==> config.mk <==
export PLATFORM = sky130hd
export DESIGN_NAME = hazard_ctrl
export DESIGN_NICKNAME = d
export VERILOG_FILES = /design/src/rtl/hazard_pkg.sv /design/src/rtl/sat_counter.sv /design/src/rtl/hazard_ctrl.sv
export SDC_FILE = /design/constraint.sdc
export NUM_CORES = 1
export LEC_CHECK = 0
export ABC_CLOCK_PERIOD_IN_PS = 3730
export BUFFER_PORTS_ARGS = -buffer_cell sky130_fd_sc_hd__buf_2
export CORE_UTILIZATION = 45
export DETAILED_ROUTE_END_ITERATION = 10
export PLACE_DENSITY_LB_ADDON = 0.2
export SLEW_MARGIN = 10
export SYNTH_ARGS = -nofsm -noshare
export SYNTH_HDL_FRONTEND = slang
export SYNTH_HIERARCHICAL = 1
export SYNTH_SLANG_ARGS = --single-unit
==> constraint.sdc <==
create_clock -name clk_i -period 3.73 [get_ports clk_i]
set_clock_uncertainty 0.2 [all_clocks]
set_input_delay 0.5595 -clock clk_i [delete_from_list [all_inputs] [get_ports clk_i]]
set_output_delay 0.5595 -clock clk_i [all_outputs]
set_load 0.1 [all_outputs]
==> src/rtl/hazard_pkg.sv <==
// Shared definitions for the pipeline hazard controller: FSM encoding,
// pipeline-register index names and counter widths.
package hazard_pkg;

  // FSM state encodings
  localparam logic [1:0] ST_RUN_ENC      = 2'd0;
  localparam logic [1:0] ST_REDIR_ENC    = 2'd1;
  localparam logic [1:0] ST_MEM_WAIT_ENC = 2'd2;

  typedef enum logic [1:0] {
    ST_RUN      = ST_RUN_ENC,
    ST_REDIR    = ST_REDIR_ENC,
    ST_MEM_WAIT = ST_MEM_WAIT_ENC
  } state_e;

  // Pipeline register indices
  localparam int IFID  = 0;
  localparam int IDEX  = 1;
  localparam int EXMEM = 2;
  localparam int MEMWB = 3;

  // Architectural register address width and internal counter widths
  localparam int REG_ADDR_W  = 5;
  localparam int WAIT_CNT_W  = 16;
  localparam int REDIR_CNT_W = 4;

  // True when a source operand is actually read and names the given register
  function automatic logic src_match(input logic [REG_ADDR_W-1:0] rs,
                                     input logic [REG_ADDR_W-1:0] rd,
                                     input logic                  used);
    return used && (rs == rd);
  endfunction

endpackage

==> src/rtl/sat_counter.sv <==
// Saturating up-counter with synchronous clear; holds at all-ones.
module sat_counter #(
  parameter int WIDTH = 16
) (
  input  logic             clk_i,
  input  logic             rst_i,
  input  logic             clear_i,
  input  logic             inc_i,
  output logic [WIDTH-1:0] count_o
);

  logic [WIDTH-1:0] count_reg;

  // Count increments, stop at the maximum value, clear on reset or request
  always_ff @(posedge clk_i) begin
    if (rst_i || clear_i) begin
      count_reg <= '0;
    end else if (inc_i && (count_reg != '1)) begin
      count_reg <= count_reg + WIDTH'(1);
    end
  end

  assign count_o = count_reg;

endmodule

==> src/rtl/hazard_ctrl.sv <==
// Pipeline hazard controller: memory-stall freeze, branch/jump redirect with
// optional extra IF/ID bubbles, load-use interlock, memory timeout detection
// and a saturating count of taken redirects.
module hazard_ctrl
  import hazard_pkg::*;
#(
  parameter int XLEN        = 32,
  parameter int NPREG       = 4,
  parameter int RES_IDX     = EXMEM,
  parameter int MEM_IDX     = MEMWB,
  parameter int REDIR_EXTRA = 1,
  parameter int TIMEOUT     = 255,
  parameter int CNT_W       = 16
) (
  input  logic                  clk_i,
  input  logic                  rst_i,
  input  logic                  ex_jump_i,
  input  logic [XLEN-1:0]       ex_target_i,
  input  logic                  ex_is_load_i,
  input  logic [REG_ADDR_W-1:0] ex_rd_i,
  input  logic [REG_ADDR_W-1:0] id_rs1_i,
  input  logic [REG_ADDR_W-1:0] id_rs2_i,
  input  logic [1:0]            id_use_i,
  input  logic                  mem_req_i,
  input  logic                  mem_ack_i,
  output logic                  pc_stall_o,
  output logic                  pc_redirect_o,
  output logic [XLEN-1:0]       pc_target_o,
  output logic [NPREG-1:0]      stall_o,
  output logic [NPREG-1:0]      flush_o,
  output logic                  mem_err_o,
  output logic [CNT_W-1:0]      redir_cnt_o
);

  // Elaboration-time parameter sanity checks
  if (!((RES_IDX >= 1) && (RES_IDX < MEM_IDX) && (MEM_IDX < NPREG))) begin : g_bad_idx
    $error("hazard_ctrl: indices must satisfy 1 <= RES_IDX < MEM_IDX < NPREG");
  end
  if ((REDIR_EXTRA < 0) || (REDIR_EXTRA > 15)) begin : g_bad_extra
    $error("hazard_ctrl: REDIR_EXTRA must be in 0..15");
  end
  if ((TIMEOUT < 1) || (TIMEOUT > 65535)) begin : g_bad_timeout
    $error("hazard_ctrl: TIMEOUT must be in 1..65535");
  end

  localparam logic [WAIT_CNT_W:0]    TIMEOUT_L = (WAIT_CNT_W+1)'(TIMEOUT);
  localparam logic [REDIR_CNT_W-1:0] EXTRA_L   = REDIR_CNT_W'(REDIR_EXTRA);
  // The entry cycle (in RUN/REDIR) is the first stalled cycle, so the first
  // MEM_WAIT cycle with the counter at zero is the second stalled cycle.
  localparam logic [WAIT_CNT_W:0]    STALL_OFS = (WAIT_CNT_W+1)'(2);

  // Per-register masks for the redirect flush, the memory hold and the MEM bubble
  logic [NPREG-1:0] res_mask;
  logic [NPREG-1:0] hold_mask;
  logic [NPREG-1:0] memreg_mask;

  for (genvar gi = 0; gi < NPREG; gi++) begin : g_mask
    assign res_mask[gi]    = (gi < RES_IDX);
    assign hold_mask[gi]   = (gi < MEM_IDX);
    assign memreg_mask[gi] = (gi == MEM_IDX);
  end

  state_e                  state_reg;
  logic [WAIT_CNT_W-1:0]   wait_cnt_reg;
  logic [REDIR_CNT_W-1:0]  redir_left_reg;
  logic                    mem_err_reg;

  logic                    in_wait;
  logic                    mem_stall;
  logic                    can_resolve;
  logic                    redirect;
  logic                    load_use;
  logic                    timeout;
  logic [WAIT_CNT_W:0]     stall_num;

  assign in_wait = (state_reg == ST_MEM_WAIT);

  // In MEM_WAIT the request is held, so only the ack matters
  assign mem_stall = !rst_i && (in_wait ? !mem_ack_i : (mem_req_i && !mem_ack_i));

  // EX may act in RUN, or in the MEM_WAIT ack cycle when the pipe is released;
  // in REDIR EX holds a bubble
  assign can_resolve = !rst_i && !mem_stall && (state_reg != ST_REDIR);

  assign redirect = can_resolve && ex_jump_i;

  assign load_use = can_resolve && !ex_jump_i && ex_is_load_i && (ex_rd_i != '0) &&
                    (src_match(id_rs1_i, ex_rd_i, id_use_i[0]) ||
                     src_match(id_rs2_i, ex_rd_i, id_use_i[1]));

  assign stall_num = {1'b0, wait_cnt_reg} + STALL_OFS;
  assign timeout   = in_wait && !mem_ack_i && (stall_num >= TIMEOUT_L);

  // Combinational pipeline control from state and current inputs
  always_comb begin
    pc_stall_o    = 1'b0;
    pc_redirect_o = 1'b0;
    pc_target_o   = '0;
    stall_o       = '0;
    flush_o       = '0;
    if (rst_i) begin
      flush_o = '1;
    end else begin
      // IF/ID keeps draining during the extra post-redirect bubbles
      if (state_reg == ST_REDIR) begin
        flush_o[IFID] = 1'b1;
      end
      if (mem_stall) begin
        pc_stall_o = 1'b1;
        stall_o    = hold_mask;
        flush_o    = flush_o | memreg_mask;
      end else if (redirect) begin
        pc_redirect_o = 1'b1;
        pc_target_o   = ex_target_i;
        flush_o       = flush_o | res_mask;
      end else if (load_use) begin
        pc_stall_o     = 1'b1;
        stall_o[IFID]  = 1'b1;
        flush_o[IDEX]  = 1'b1;
      end
    end
    // A bubble load wins over a hold on the same register
    stall_o = stall_o & ~flush_o;
  end

  // Hazard FSM with inline wait / redirect-bubble counters and the error pulse
  always_ff @(posedge clk_i) begin
    if (rst_i) begin
      state_reg      <= ST_RUN;
      wait_cnt_reg   <= '0;
      redir_left_reg <= '0;
      mem_err_reg    <= 1'b0;
    end else begin
      mem_err_reg <= 1'b0;
      unique case (state_reg)
        ST_RUN: begin
          if (mem_stall) begin
            state_reg    <= ST_MEM_WAIT;
            wait_cnt_reg <= '0;
          end else if (redirect && (REDIR_EXTRA > 0)) begin
            state_reg      <= ST_REDIR;
            redir_left_reg <= EXTRA_L;
          end
        end
        ST_REDIR: begin
          if (mem_stall) begin
            state_reg    <= ST_MEM_WAIT;
            wait_cnt_reg <= '0;
          end else if (redir_left_reg <= REDIR_CNT_W'(1)) begin
            state_reg <= ST_RUN;
          end else begin
            redir_left_reg <= redir_left_reg - REDIR_CNT_W'(1);
          end
        end
        ST_MEM_WAIT: begin
          if (mem_ack_i) begin
            // Released: a jump waiting in EX is taken in this cycle
            if (redirect && (REDIR_EXTRA > 0)) begin
              state_reg      <= ST_REDIR;
              redir_left_reg <= EXTRA_L;
            end else begin
              state_reg <= ST_RUN;
            end
          end else if (timeout) begin
            mem_err_reg <= 1'b1;
            state_reg   <= ST_RUN;
          end else begin
            wait_cnt_reg <= wait_cnt_reg + WAIT_CNT_W'(1);
          end
        end
        default: begin
          state_reg <= ST_RUN;
        end
      endcase
    end
  end

  assign mem_err_o = mem_err_reg;

  sat_counter #(
    .WIDTH (CNT_W)
  ) u_redir_cnt (
    .clk_i   (clk_i),
    .rst_i   (rst_i),
    .clear_i (1'b0),
    .inc_i   (redirect),
    .count_o (redir_cnt_o)
  );

endmodule

==> metrics.csv, run 1 <==
stage;metric;value;unit
status;status;complete, no violations;
power_and_ir_drop;Leak Pwr;1.57;nW
logic_synthesis;top area cells in the synthesized netlist;dfxtp_1, and2_1, xnor2_1, a21oi_1, or4_1;
logic_synthesis;most common cell in the netlist;and2_1;
logic_synthesis;Post-synth EDFFs;0;
sta;Fin Setup TNS;0;ns
worst_setup_path;CP Class;reg2out;
clock_tree;total CTS buffers;5;
worst_setup_path;r2r endpoint;u_redir_cnt/count_o[10];
logic_synthesis;Yosys cell types;58;
sta;Setup-failing EPs final;0;
logic_synthesis;leading area contributor after synthesis;dfxtp_1;
sta;Final Hold Vio Count;0;
grt;first-pass GRT wire length;10900;um
die;# IOs;114;
placement;Buffers on Ports;112;
drt;via count;2782;
die;Die Wd;78.7;um
grt;number of global-route vias before repair;2459;
sta;Relative slew margins;0.473;
clock_tree;Clk Latency, worst-skew pair;0.29;ns
sta;final cycle utilization of the critical path;0.869;
drt;drt drc;0;
worst_setup_path;end of the critical path;pc_target_o[29];
logic_synthesis;commonest register cell after synthesis;dfxtp_1;
logic_synthesis;#FFs+latches synth;39;
clock_tree;clock slew at reported path FFs;0.08;ns
placement;GP Congestion;0.791;
power_and_ir_drop;Peak VDD IR;0.000236;V
clock_tree;post-CTS resize count;0;
grt;Congestion Overflow GR;0;
worst_setup_path;crit end category;output pin;
placement;Place WS;0.574;ns
die;Die H;78.7;um
final_layout;post-layout util;0.665;
logic_synthesis;most instantiated cells after synthesis;and2_1, dfxtp_1, nor2_1;
final_layout;share of cells above drive strength 1;0.326;
final_layout;final std cells w/o fill;505;
worst_setup_path;reg-to-reg slack, setup;0.81;ns
logic_synthesis;Yosys Warn Count;6;
grt;initial antenna violation count;0;
worst_setup_path;peak fanout along the critical path;23;
placement;placed insts;497;
sta;Max Freq;308;MHz
logic_synthesis;Avg Inst Size Synth;8.16;um2
logic_synthesis;Post-synth ARST share;0;
worst_setup_path;CP startpoint;state_reg[1];
sta;final worst slack;0.487;ns
worst_setup_path;critical path arrival;2.48;ns
worst_setup_path;Startpoint Class;register;
clock_tree;CTS tree;yes;
worst_setup_path;reg-to-reg startpoint;state_reg[1];
logic_synthesis;synthesized instance count;324;
die;number of cell rows;27;
die;die footprint;6190;um2
flow_run;Max-Cap Viols;0;
drt;Routed WL;6780;um
die;Floorplan Core Area;5570;um2
worst_setup_path;Critical Path RT;2.97;ns
sta;Slew @ Worst Pin;0.784;ns
power_and_ir_drop;pwr dens;279;nW/um2
die;Starting Density;0.475;
drt;Iteration-0 DRC Markers;119;
sta;post-layout min period;3.24;ns
logic_synthesis;Seq/Total Area, Yosys;0.295;
sta;RSZ-0062 raised after global routing;false;
clock_tree;Clock Sinks;39;
clock_tree;# H-tree levels;2;
logic_synthesis;share of the synthesized area in the top cell type;0.295;
clock_tree;Root Driver;clkbuf_8;
sta;Min Hold Slack;0.296;ns
sta;final count of pins violating max slew;0;
grt;all-layer global routing usage;0.222;
clock_tree;clock buffer depth;2;
final_layout;area grow syn2layout;40.1;%
logic_synthesis;Post-Syn Area;2650;um2
final_layout;Inserted Diodes;0;
placement;hpwl dp;5360;um
grt;largest net degree at the start of global routing;24;
drt;Final ANT Viol Nets;0;
final_layout;nets@finish;494;
clock_tree;Hold-fix buffers, CTS;0;
clock_tree;Post-CTS Repair Setup Buffers;0;
drt;post-DR wirelength/cell;13.4;um
worst_setup_path;r2r worst-path depth;7;
drt;via-per-instance ratio;5.51;
drt;DRT Pass-1 Iters;4;
hold_path;Worst Hold Class;reg2reg;
-- worst max-delay path, cell delays in order, from the launching register on --
cell	delay (ns)
dfxtp_1	0.33
nor2b_1	0.16
o21bai_1	0.40
and3_1	0.65
buf_4	0.26
and2_1	0.20
buf_12	0.19
-- worst min path at each step --
stage,startpoint,end,slack [ns],depth (start not counted)
final,redir_left_reg[3],redir_left_reg[3],0.30,2
after global routing,wait_cnt_reg[15],wait_cnt_reg[15],0.33,2
after CTS,wait_cnt_reg[15],wait_cnt_reg[15],0.30,2
after detailed placement,wait_cnt_reg[15],wait_cnt_reg[15],0.29,2
after global placement,redir_left_reg[3],redir_left_reg[3],0.27,2
after floorplan,redir_left_reg[3],redir_left_reg[3],0.26,2
-- cell usage in the layout (no fill, tap or decap), types with 5 or more instances in the layout --
master / count
nor3_1: 6
a21oi_1: 21
nand2_1: 17
or4_1: 12
xnor2_1: 13
and4_1: 5
o31ai_1: 10
nor2_1: 23
ha_1: 7
dfxtp_1: 39
inv_1: 8
nand4_1: 11
nand3_1: 12
buf_12: 26
o21ai_0: 9
and2_1: 42
or3_1: 8
clkbuf_8: 5
buf_2: 86
-- power breakdown --
group	leakage (nW)	internal, mW	switching [mW]
sequential	0.315	0.421	0.00496
combinational	1.22	0.104	0.223
clock	0.0412	0.131	0.152
-- metal layers --
layer	part of all wire	wire (um)	GRT usage	vias to the layer above
met3	0.057	384	0.0570	5
li1	-	-	-	1408
met4	0.010	69	0.0611	0
met5	0	0	0	-
met1	0.40	2720	0.234	1278
met2	0.53	3610	0.430	91
-- per-stage QoR --
step,total power [mW],cell area (um2)
2_1_floorplan,0.658,2650
3_3_place_gp,0.761,3620
3_5_place_dp,0.765,3620
4_1_cts,1.05,3710
5_1_grt,1.08,3710
6_report,1.04,3710
-- final cells by class --
cell class / count / area, um2
inverter: 8 / 30.0
fill: 474 / 1870
timing repair buffer: 116 / 981
tap: 72 / 90.1
multi-input combinational: 262 / 1740
clock buffer: 6 / 72.6
clock inverter: 2 / 12.5
sequential: 39 / 781
-- cells by family (layout without fill, tap and decap cells) --
group	Yosys count	after routing	share of synthesized area
adder cells (fa/ha/maj)	7	7	0.0331
AO/OA/AOI/OAI	69	69	0.178
XOR/XNOR	15	15	0.0497
buffers and inverters	25	132	0.0501
flip-flops	39	39	0.295
multiplexers	3	3	0.0118
AND/OR/NAND/NOR	165	165	0.381
other	1	3	0.00142
Power figures use the tool's default switching activity.
==> inputs of run 2 (changes only) <==
==> constraint.sdc (replaced) <==
create_clock -name clk_i -period 3.73 [get_ports clk_i]
set_clock_uncertainty 0.2 [all_clocks]
set_input_delay 0.373 -clock clk_i [delete_from_list [all_inputs] [get_ports clk_i]]
set_output_delay 0.373 -clock clk_i [all_outputs]
set_load 0.1 [all_outputs]
==> run 2 against run 1 <==
  * Fmax up 2.8%
  * Worst hold slack worse by 0.13 ns
  * Register-to-register slack better by 0.09 ns
  * Sequential power is essentially flat
  * Final area down 9.9%
  * Wire length fell by 0.56%
  * Non-clock buffer count shrank 3
  * Critical endpoint is now pc_target_o[3]
==> metrics.csv, run 2 (synthesis results as in run 1) <==
stage;metric;value;unit
status;status;complete, no violations;
die;number of cell rows;27;
worst_setup_path;reg-to-reg slack, setup;0.90;ns
drt;Iteration-0 DRC Markers;150;
sta;Setup-failing EPs final;0;
clock_tree;# H-tree levels;2;
die;# IOs;114;
power_and_ir_drop;Peak VDD IR;0.000212;V
worst_setup_path;CP max-delay cell;and3_1;
final_layout;most frequent cells in the layout;buf_2, and2_1, dfxtp_1, nor2_1, a21oi_1;
drt;Final ANT Viol Nets;0;
die;die footprint;6190;um2
sta;Max Freq;317;MHz
clock_tree;post-CTS resize count;0;
clock_tree;Clock Sinks;39;
final_layout;nets@finish;491;
final_layout;# fillers;537;
clock_tree;Post-CTS Repair Setup Buffers;0;
power_and_ir_drop;pwr dens;338;nW/um2
clock_tree;Clk Latency, worst-skew pair;0.29;ns
final_layout;most common cell after layout, fill and taps aside;buf_2;
sta;final count of pins violating max slew;0;
sta;RSZ-0062 raised after global routing;false;
hold_path;Worst Hold Class;in2reg;
final_layout;area grow syn2layout;26.3;%
grt;initial antenna violation count;0;
clock_tree;Hold-fix buffers, CTS;0;
clock_tree;Root Driver;clkbuf_8;
sta;Relative slew margins;0.472;
clock_tree;CTS tree;yes;
die;Starting Density;0.475;
hold_path;worst hold path startpoint;mem_req_i;
worst_setup_path;crit end category;output pin;
power_and_ir_drop;Leak Pwr;1.50;nW
worst_setup_path;Crit path largest cell delay;0.48;ns
grt;Congestion Overflow GR;0;
final_layout;final std cells w/o fill;502;
drt;drt drc;0;
clock_tree;clock buffer depth;2;
drt;post-DR wirelength/cell;13.4;um
final_layout;share of cells above drive strength 1;0.321;
placement;hpwl dp;5150;um
placement;GP Congestion;0.796;
placement;placed insts;494;
die;Floorplan Core Area;5570;um2
worst_setup_path;CP Class;reg2out;
drt;via-per-instance ratio;5.46;
placement;Buffers on Ports;112;
worst_setup_path;Startpoint Class;register;
grt;largest net degree at the start of global routing;34;
die;Die Wd;78.7;um
drt;Routed WL;6740;um
flow_run;Max-Cap Viols;0;
worst_setup_path;crit-path cells;nor2b_1 > o21bai_1 > and3_1 > buf_4 > and2_1 > buf_2;
clock_tree;clock slew at reported path FFs;0.07;ns
drt;via count;2742;
sta;Slew @ Worst Pin;0.786;ns
clock_tree;total CTS buffers;5;
final_layout;Inserted Diodes;0;
sta;Final Hold Vio Count;0;
worst_setup_path;CP startpoint;state_reg[1];
worst_setup_path;critical path arrival;2.58;ns
worst_setup_path;delay-heaviest family, CP;simple AND/OR/NAND/NOR gates;
grt;all-layer global routing usage;0.227;
sta;Fin Setup TNS;0;ns
drt;DRT Pass-1 Iters;4;
worst_setup_path;Buf/Inv on CP;2;
worst_setup_path;Critical Path RT;3.16;ns
grt;first-pass GRT wire length;11200;um
sta;final cycle utilization of the critical path;0.846;
sta;post-layout min period;3.16;ns
die;Die H;78.7;um
worst_setup_path;reg-to-reg startpoint;wait_cnt_reg[2];
grt;number of global-route vias before repair;2546;
worst_setup_path;peak fanout along the critical path;33;
[run 2: final cells by class]
| cell class | instances | area [um2] | share of cell area |
|---|---|---|---|
| timing repair buffer | 113 | 568 | 0.170 |
| inverter | 8 | 30.0 | 0.00899 |
| clock inverter | 2 | 60.1 | 0.0180 |
| tap | 72 | 90.1 | 0.0270 |
| sequential | 39 | 781 | 0.234 |
| clock buffer | 6 | 72.6 | 0.0217 |
| multi-input combinational | 262 | 1740 | 0.521 |
[run 2: per-layer routing]
layer	wire length [um]	GRT usage
met1	2850	0.251
met2	3460	0.423
met3	326	0.0477
met4	106	0.0759
met5	0	0
[run 2: final timing paths]
check                      end  cells after the start
min               state_reg[1]                      2
min reg2reg  redir_left_reg[3]                      2
max reg2reg    wait_cnt_reg[3]                      7
max             pc_target_o[3]                      6
[run 2: where the power goes]
group	switching [mW]	leakage [nW]	internal, mW	total, mW
clock	0.152	0.0654	0.267	0.420
combinational	0.214	1.12	0.0677	0.282
sequential	0.00508	0.315	0.421	0.426
[run 2: worst register-to-register path: cells and delay by family, from the launching register on]
family	cells	cell delay, ns
simple gates	3	1.00
compound gates	3	0.75
flops	1	0.50
fa+ha+maj	1	0.32
[run 2: metrics by stage]
stage / utilization / cell area [um2] / total power [mW] / setup WS (ns) / hold WS [ns]
final: 0.599 / 3340 / 1.13 / 0.575 / 0.166
after global routing: 0.599 / 3340 / 1.18 / 0.387 / 0.161
after CTS: 0.599 / 3340 / 1.14 / 0.551 / 0.161
after detailed placement: 0.576 / 3210 / 0.719 / 0.839 / 0.285
after global placement: 0.576 / 3210 / 0.717 / 0.908 / 0.273
after floorplan: - / 2650 / 0.658 / 0.473 / 0.259
==> inputs of run 3 (changes only) <==
--- a/config.mk
+++ b/config.mk
@@ -5,7 +5,7 @@
 export SDC_FILE = /design/constraint.sdc
 export NUM_CORES = 1
 export LEC_CHECK = 0
-export ABC_CLOCK_PERIOD_IN_PS = 3730
+export ABC_CLOCK_PERIOD_IN_PS = 3300
 export BUFFER_PORTS_ARGS = -buffer_cell sky130_fd_sc_hd__buf_2
 export CORE_UTILIZATION = 45
 export DETAILED_ROUTE_END_ITERATION = 10
==> constraint.sdc (replaced) <==
create_clock -name clk_i -period 3.3 [get_ports clk_i]
set_clock_uncertainty 0.2 [all_clocks]
set_input_delay 0.33 -clock clk_i [delete_from_list [all_inputs] [get_ports clk_i]]
set_output_delay 0.33 -clock clk_i [all_outputs]
set_load 0.1 [all_outputs]
==> run 3 against run 2 <==
  * Core utilization increased by 1.9 points
  * Clock power down 21%
  * Highest routed layer unchanged
  * Combinational power rose by 20%
  * Clock-buffer cell count did not move
  * Worst hold slack worse by 0.033 ns
  * Non-clock buffer count is 2 higher
  * Largest power group unchanged
  * Die area unchanged
  * Critical path depth stayed put
  * Sequential power increased by 13%
==> metrics.csv, run 3 (synthesis results as in run 1) <==
stage;metric;value;unit
status;status;complete, no violations;
final_layout;Inserted Diodes;0;
placement;hpwl dp;5250;um
sta;post-layout min period;2.84;ns
power_and_ir_drop;pwr dens;334;nW/um2
worst_setup_path;Crit path largest cell delay;0.42;ns
sta;Relative slew margins;0.478;
power_and_ir_drop;Peak VDD IR;0.000174;V
worst_setup_path;r2r endpoint;wait_cnt_reg[7];
drt;Routed WL;6720;um
clock_tree;Root Driver;clkbuf_8;
die;Floorplan Core Area;5570;um2
sta;Min Hold Slack;0.133;ns
clock_tree;CTS tree;yes;
worst_setup_path;CP Class;reg2out;
worst_setup_path;end of the critical path;pc_target_o[0];
sta;final cycle utilization of the critical path;0.860;
clock_tree;Hold-fix buffers, CTS;0;
worst_setup_path;crit-path cells;nor2b_1 > o21bai_1 > and3_1 > buf_4 > and2_1 > buf_2;
grt;Congestion Overflow GR;0;
drt;Iteration-0 DRC Markers;130;
clock_tree;Clk Latency, worst-skew pair;0.29;ns
worst_setup_path;Startpoint Class;register;
clock_tree;clock buffer depth;2;
sta;Fin Setup TNS;0;ns
worst_setup_path;peak fanout along the critical path;33;
grt;all-layer global routing usage;0.227;
drt;DRT Pass-1 Iters;4;
worst_setup_path;crit end category;output pin;
sta;Setup-failing EPs final;0;
worst_setup_path;CP max-delay cell;buf_2;
sta;Slew @ Worst Pin;0.777;ns
hold_path;Worst Hold Class;in2reg;
clock_tree;# H-tree levels;2;
die;Die Wd;78.7;um
worst_setup_path;reg-to-reg slack, setup;0.52;ns
worst_setup_path;CP startpoint;state_reg[1];
drt;Final ANT Viol Nets;0;
sta;Max Freq;352;MHz
die;# IOs;114;
placement;Place WS;0.575;ns
final_layout;most common cell after layout, fill and taps aside;buf_2;
final_layout;nets@finish;493;
sta;final count of pins violating max slew;0;
drt;post-DR wirelength/cell;13.4;um
sta;Final Hold Vio Count;0;
grt;first-pass GRT wire length;11100;um
clock_tree;Clock Sinks;39;
clock_tree;post-CTS resize count;0;
clock_tree;total CTS buffers;5;
clock_tree;Post-CTS Repair Setup Buffers;0;
worst_setup_path;reg-to-reg startpoint;wait_cnt_reg[2];
die;Starting Density;0.475;
placement;GP Congestion;0.814;
grt;largest net degree at the start of global routing;34;
power_and_ir_drop;Leak Pwr;1.52;nW
drt;via-per-instance ratio;5.46;
sta;RSZ-0062 raised after global routing;false;
placement;Buffers on Ports;112;
final_layout;final std cells w/o fill;503;
die;number of cell rows;27;
grt;initial antenna violation count;0;
worst_setup_path;Critical Path RT;2.77;ns
placement;placed insts;496;
final_layout;area grow syn2layout;30.3;%
drt;via count;2745;
final_layout;most frequent cells in the layout;buf_2, and2_1, dfxtp_1, nor2_1, a21oi_1;
die;Die H;78.7;um
worst_setup_path;r2r worst-path depth;7;
sta;final worst slack;0.462;ns
clock_tree;clock slew at reported path FFs;0.08;ns
flow_run;Max-Cap Viols;0;
drt;drt drc;0;
final_layout;share of cells above drive strength 1;0.325;
die;die footprint;6190;um2
worst_setup_path;critical path arrival;2.31;ns
grt;number of global-route vias before repair;2509;
-- run 3: changes by cell type in the layout (fill, tap and decap cells not counted), sizes merged --
| cell | before | now |
|---|---|---|
| buf | 113 | 115 |
| bufinv | 2 | 0 |
| clkinv | 0 | 1 |
-- run 3: how the worst min path moves through the flow --
stage | start | endpoint | slack [ns] | cells past startpoint
6_report | mem_req_i | state_reg[1] | 0.13 | 2
2_1_floorplan | redir_left_reg[3] | redir_left_reg[3] | 0.26 | 2
3_3_place_gp | redir_left_reg[3] | redir_left_reg[3] | 0.28 | 2
3_5_place_dp | redir_left_reg[3] | redir_left_reg[3] | 0.29 | 2
4_1_cts | mem_req_i | state_reg[1] | 0.12 | 2
5_1_grt | mem_req_i | state_reg[1] | 0.13 | 2
-- run 3: layer usage --
layer	GRT usage	share of wire	up-vias
li1	-	-	1404
met5	0	0	-
met1	0.244	0.41	1239
met4	0.0796	0.014	0
met2	0.425	0.52	94
met3	0.0547	0.059	8
-- run 3: layout make-up --
| class | count | area, um2 |
|---|---|---|
| Multi-Input combinational cell | 262 | 1740 |
| Fill cell | 514 | 2130 |
| Tap cell | 72 | 90.1 |
| Sequential cell | 39 | 781 |
| Clock buffer | 6 | 82.6 |
| Inverter | 8 | 30.0 |
| Timing Repair Buffer | 115 | 718 |
| Clock inverter | 1 | 5.00 |
-- run 3: stage by stage --
stage,util,cell area (um2),power [mW]
after detailed placement,0.602,3360,0.830
after global routing,0.618,3450,1.21
final,0.618,3450,1.15
after CTS,0.618,3450,1.16
after floorplan,-,2650,0.744
after global placement,0.602,3360,0.828
-- run 3: critical path: cells and delay by family (launching register included) --
| family | cells | cell delay, ns |
|---|---|---|
| buffers and inverters | 2 | 0.66 |
| AND/OR/NAND/NOR | 3 | 0.59 |
| AO/OA/AOI/OAI | 1 | 0.41 |
| flip-flops | 1 | 0.34 |
-- run 3: where the power goes --
part           switching (mW)  leakage, nW  internal [mW]
clock                   0.167       0.0470          0.164
sequential            0.00574        0.315          0.476
combinational           0.245         1.16         0.0916
total                   0.418         1.52          0.732
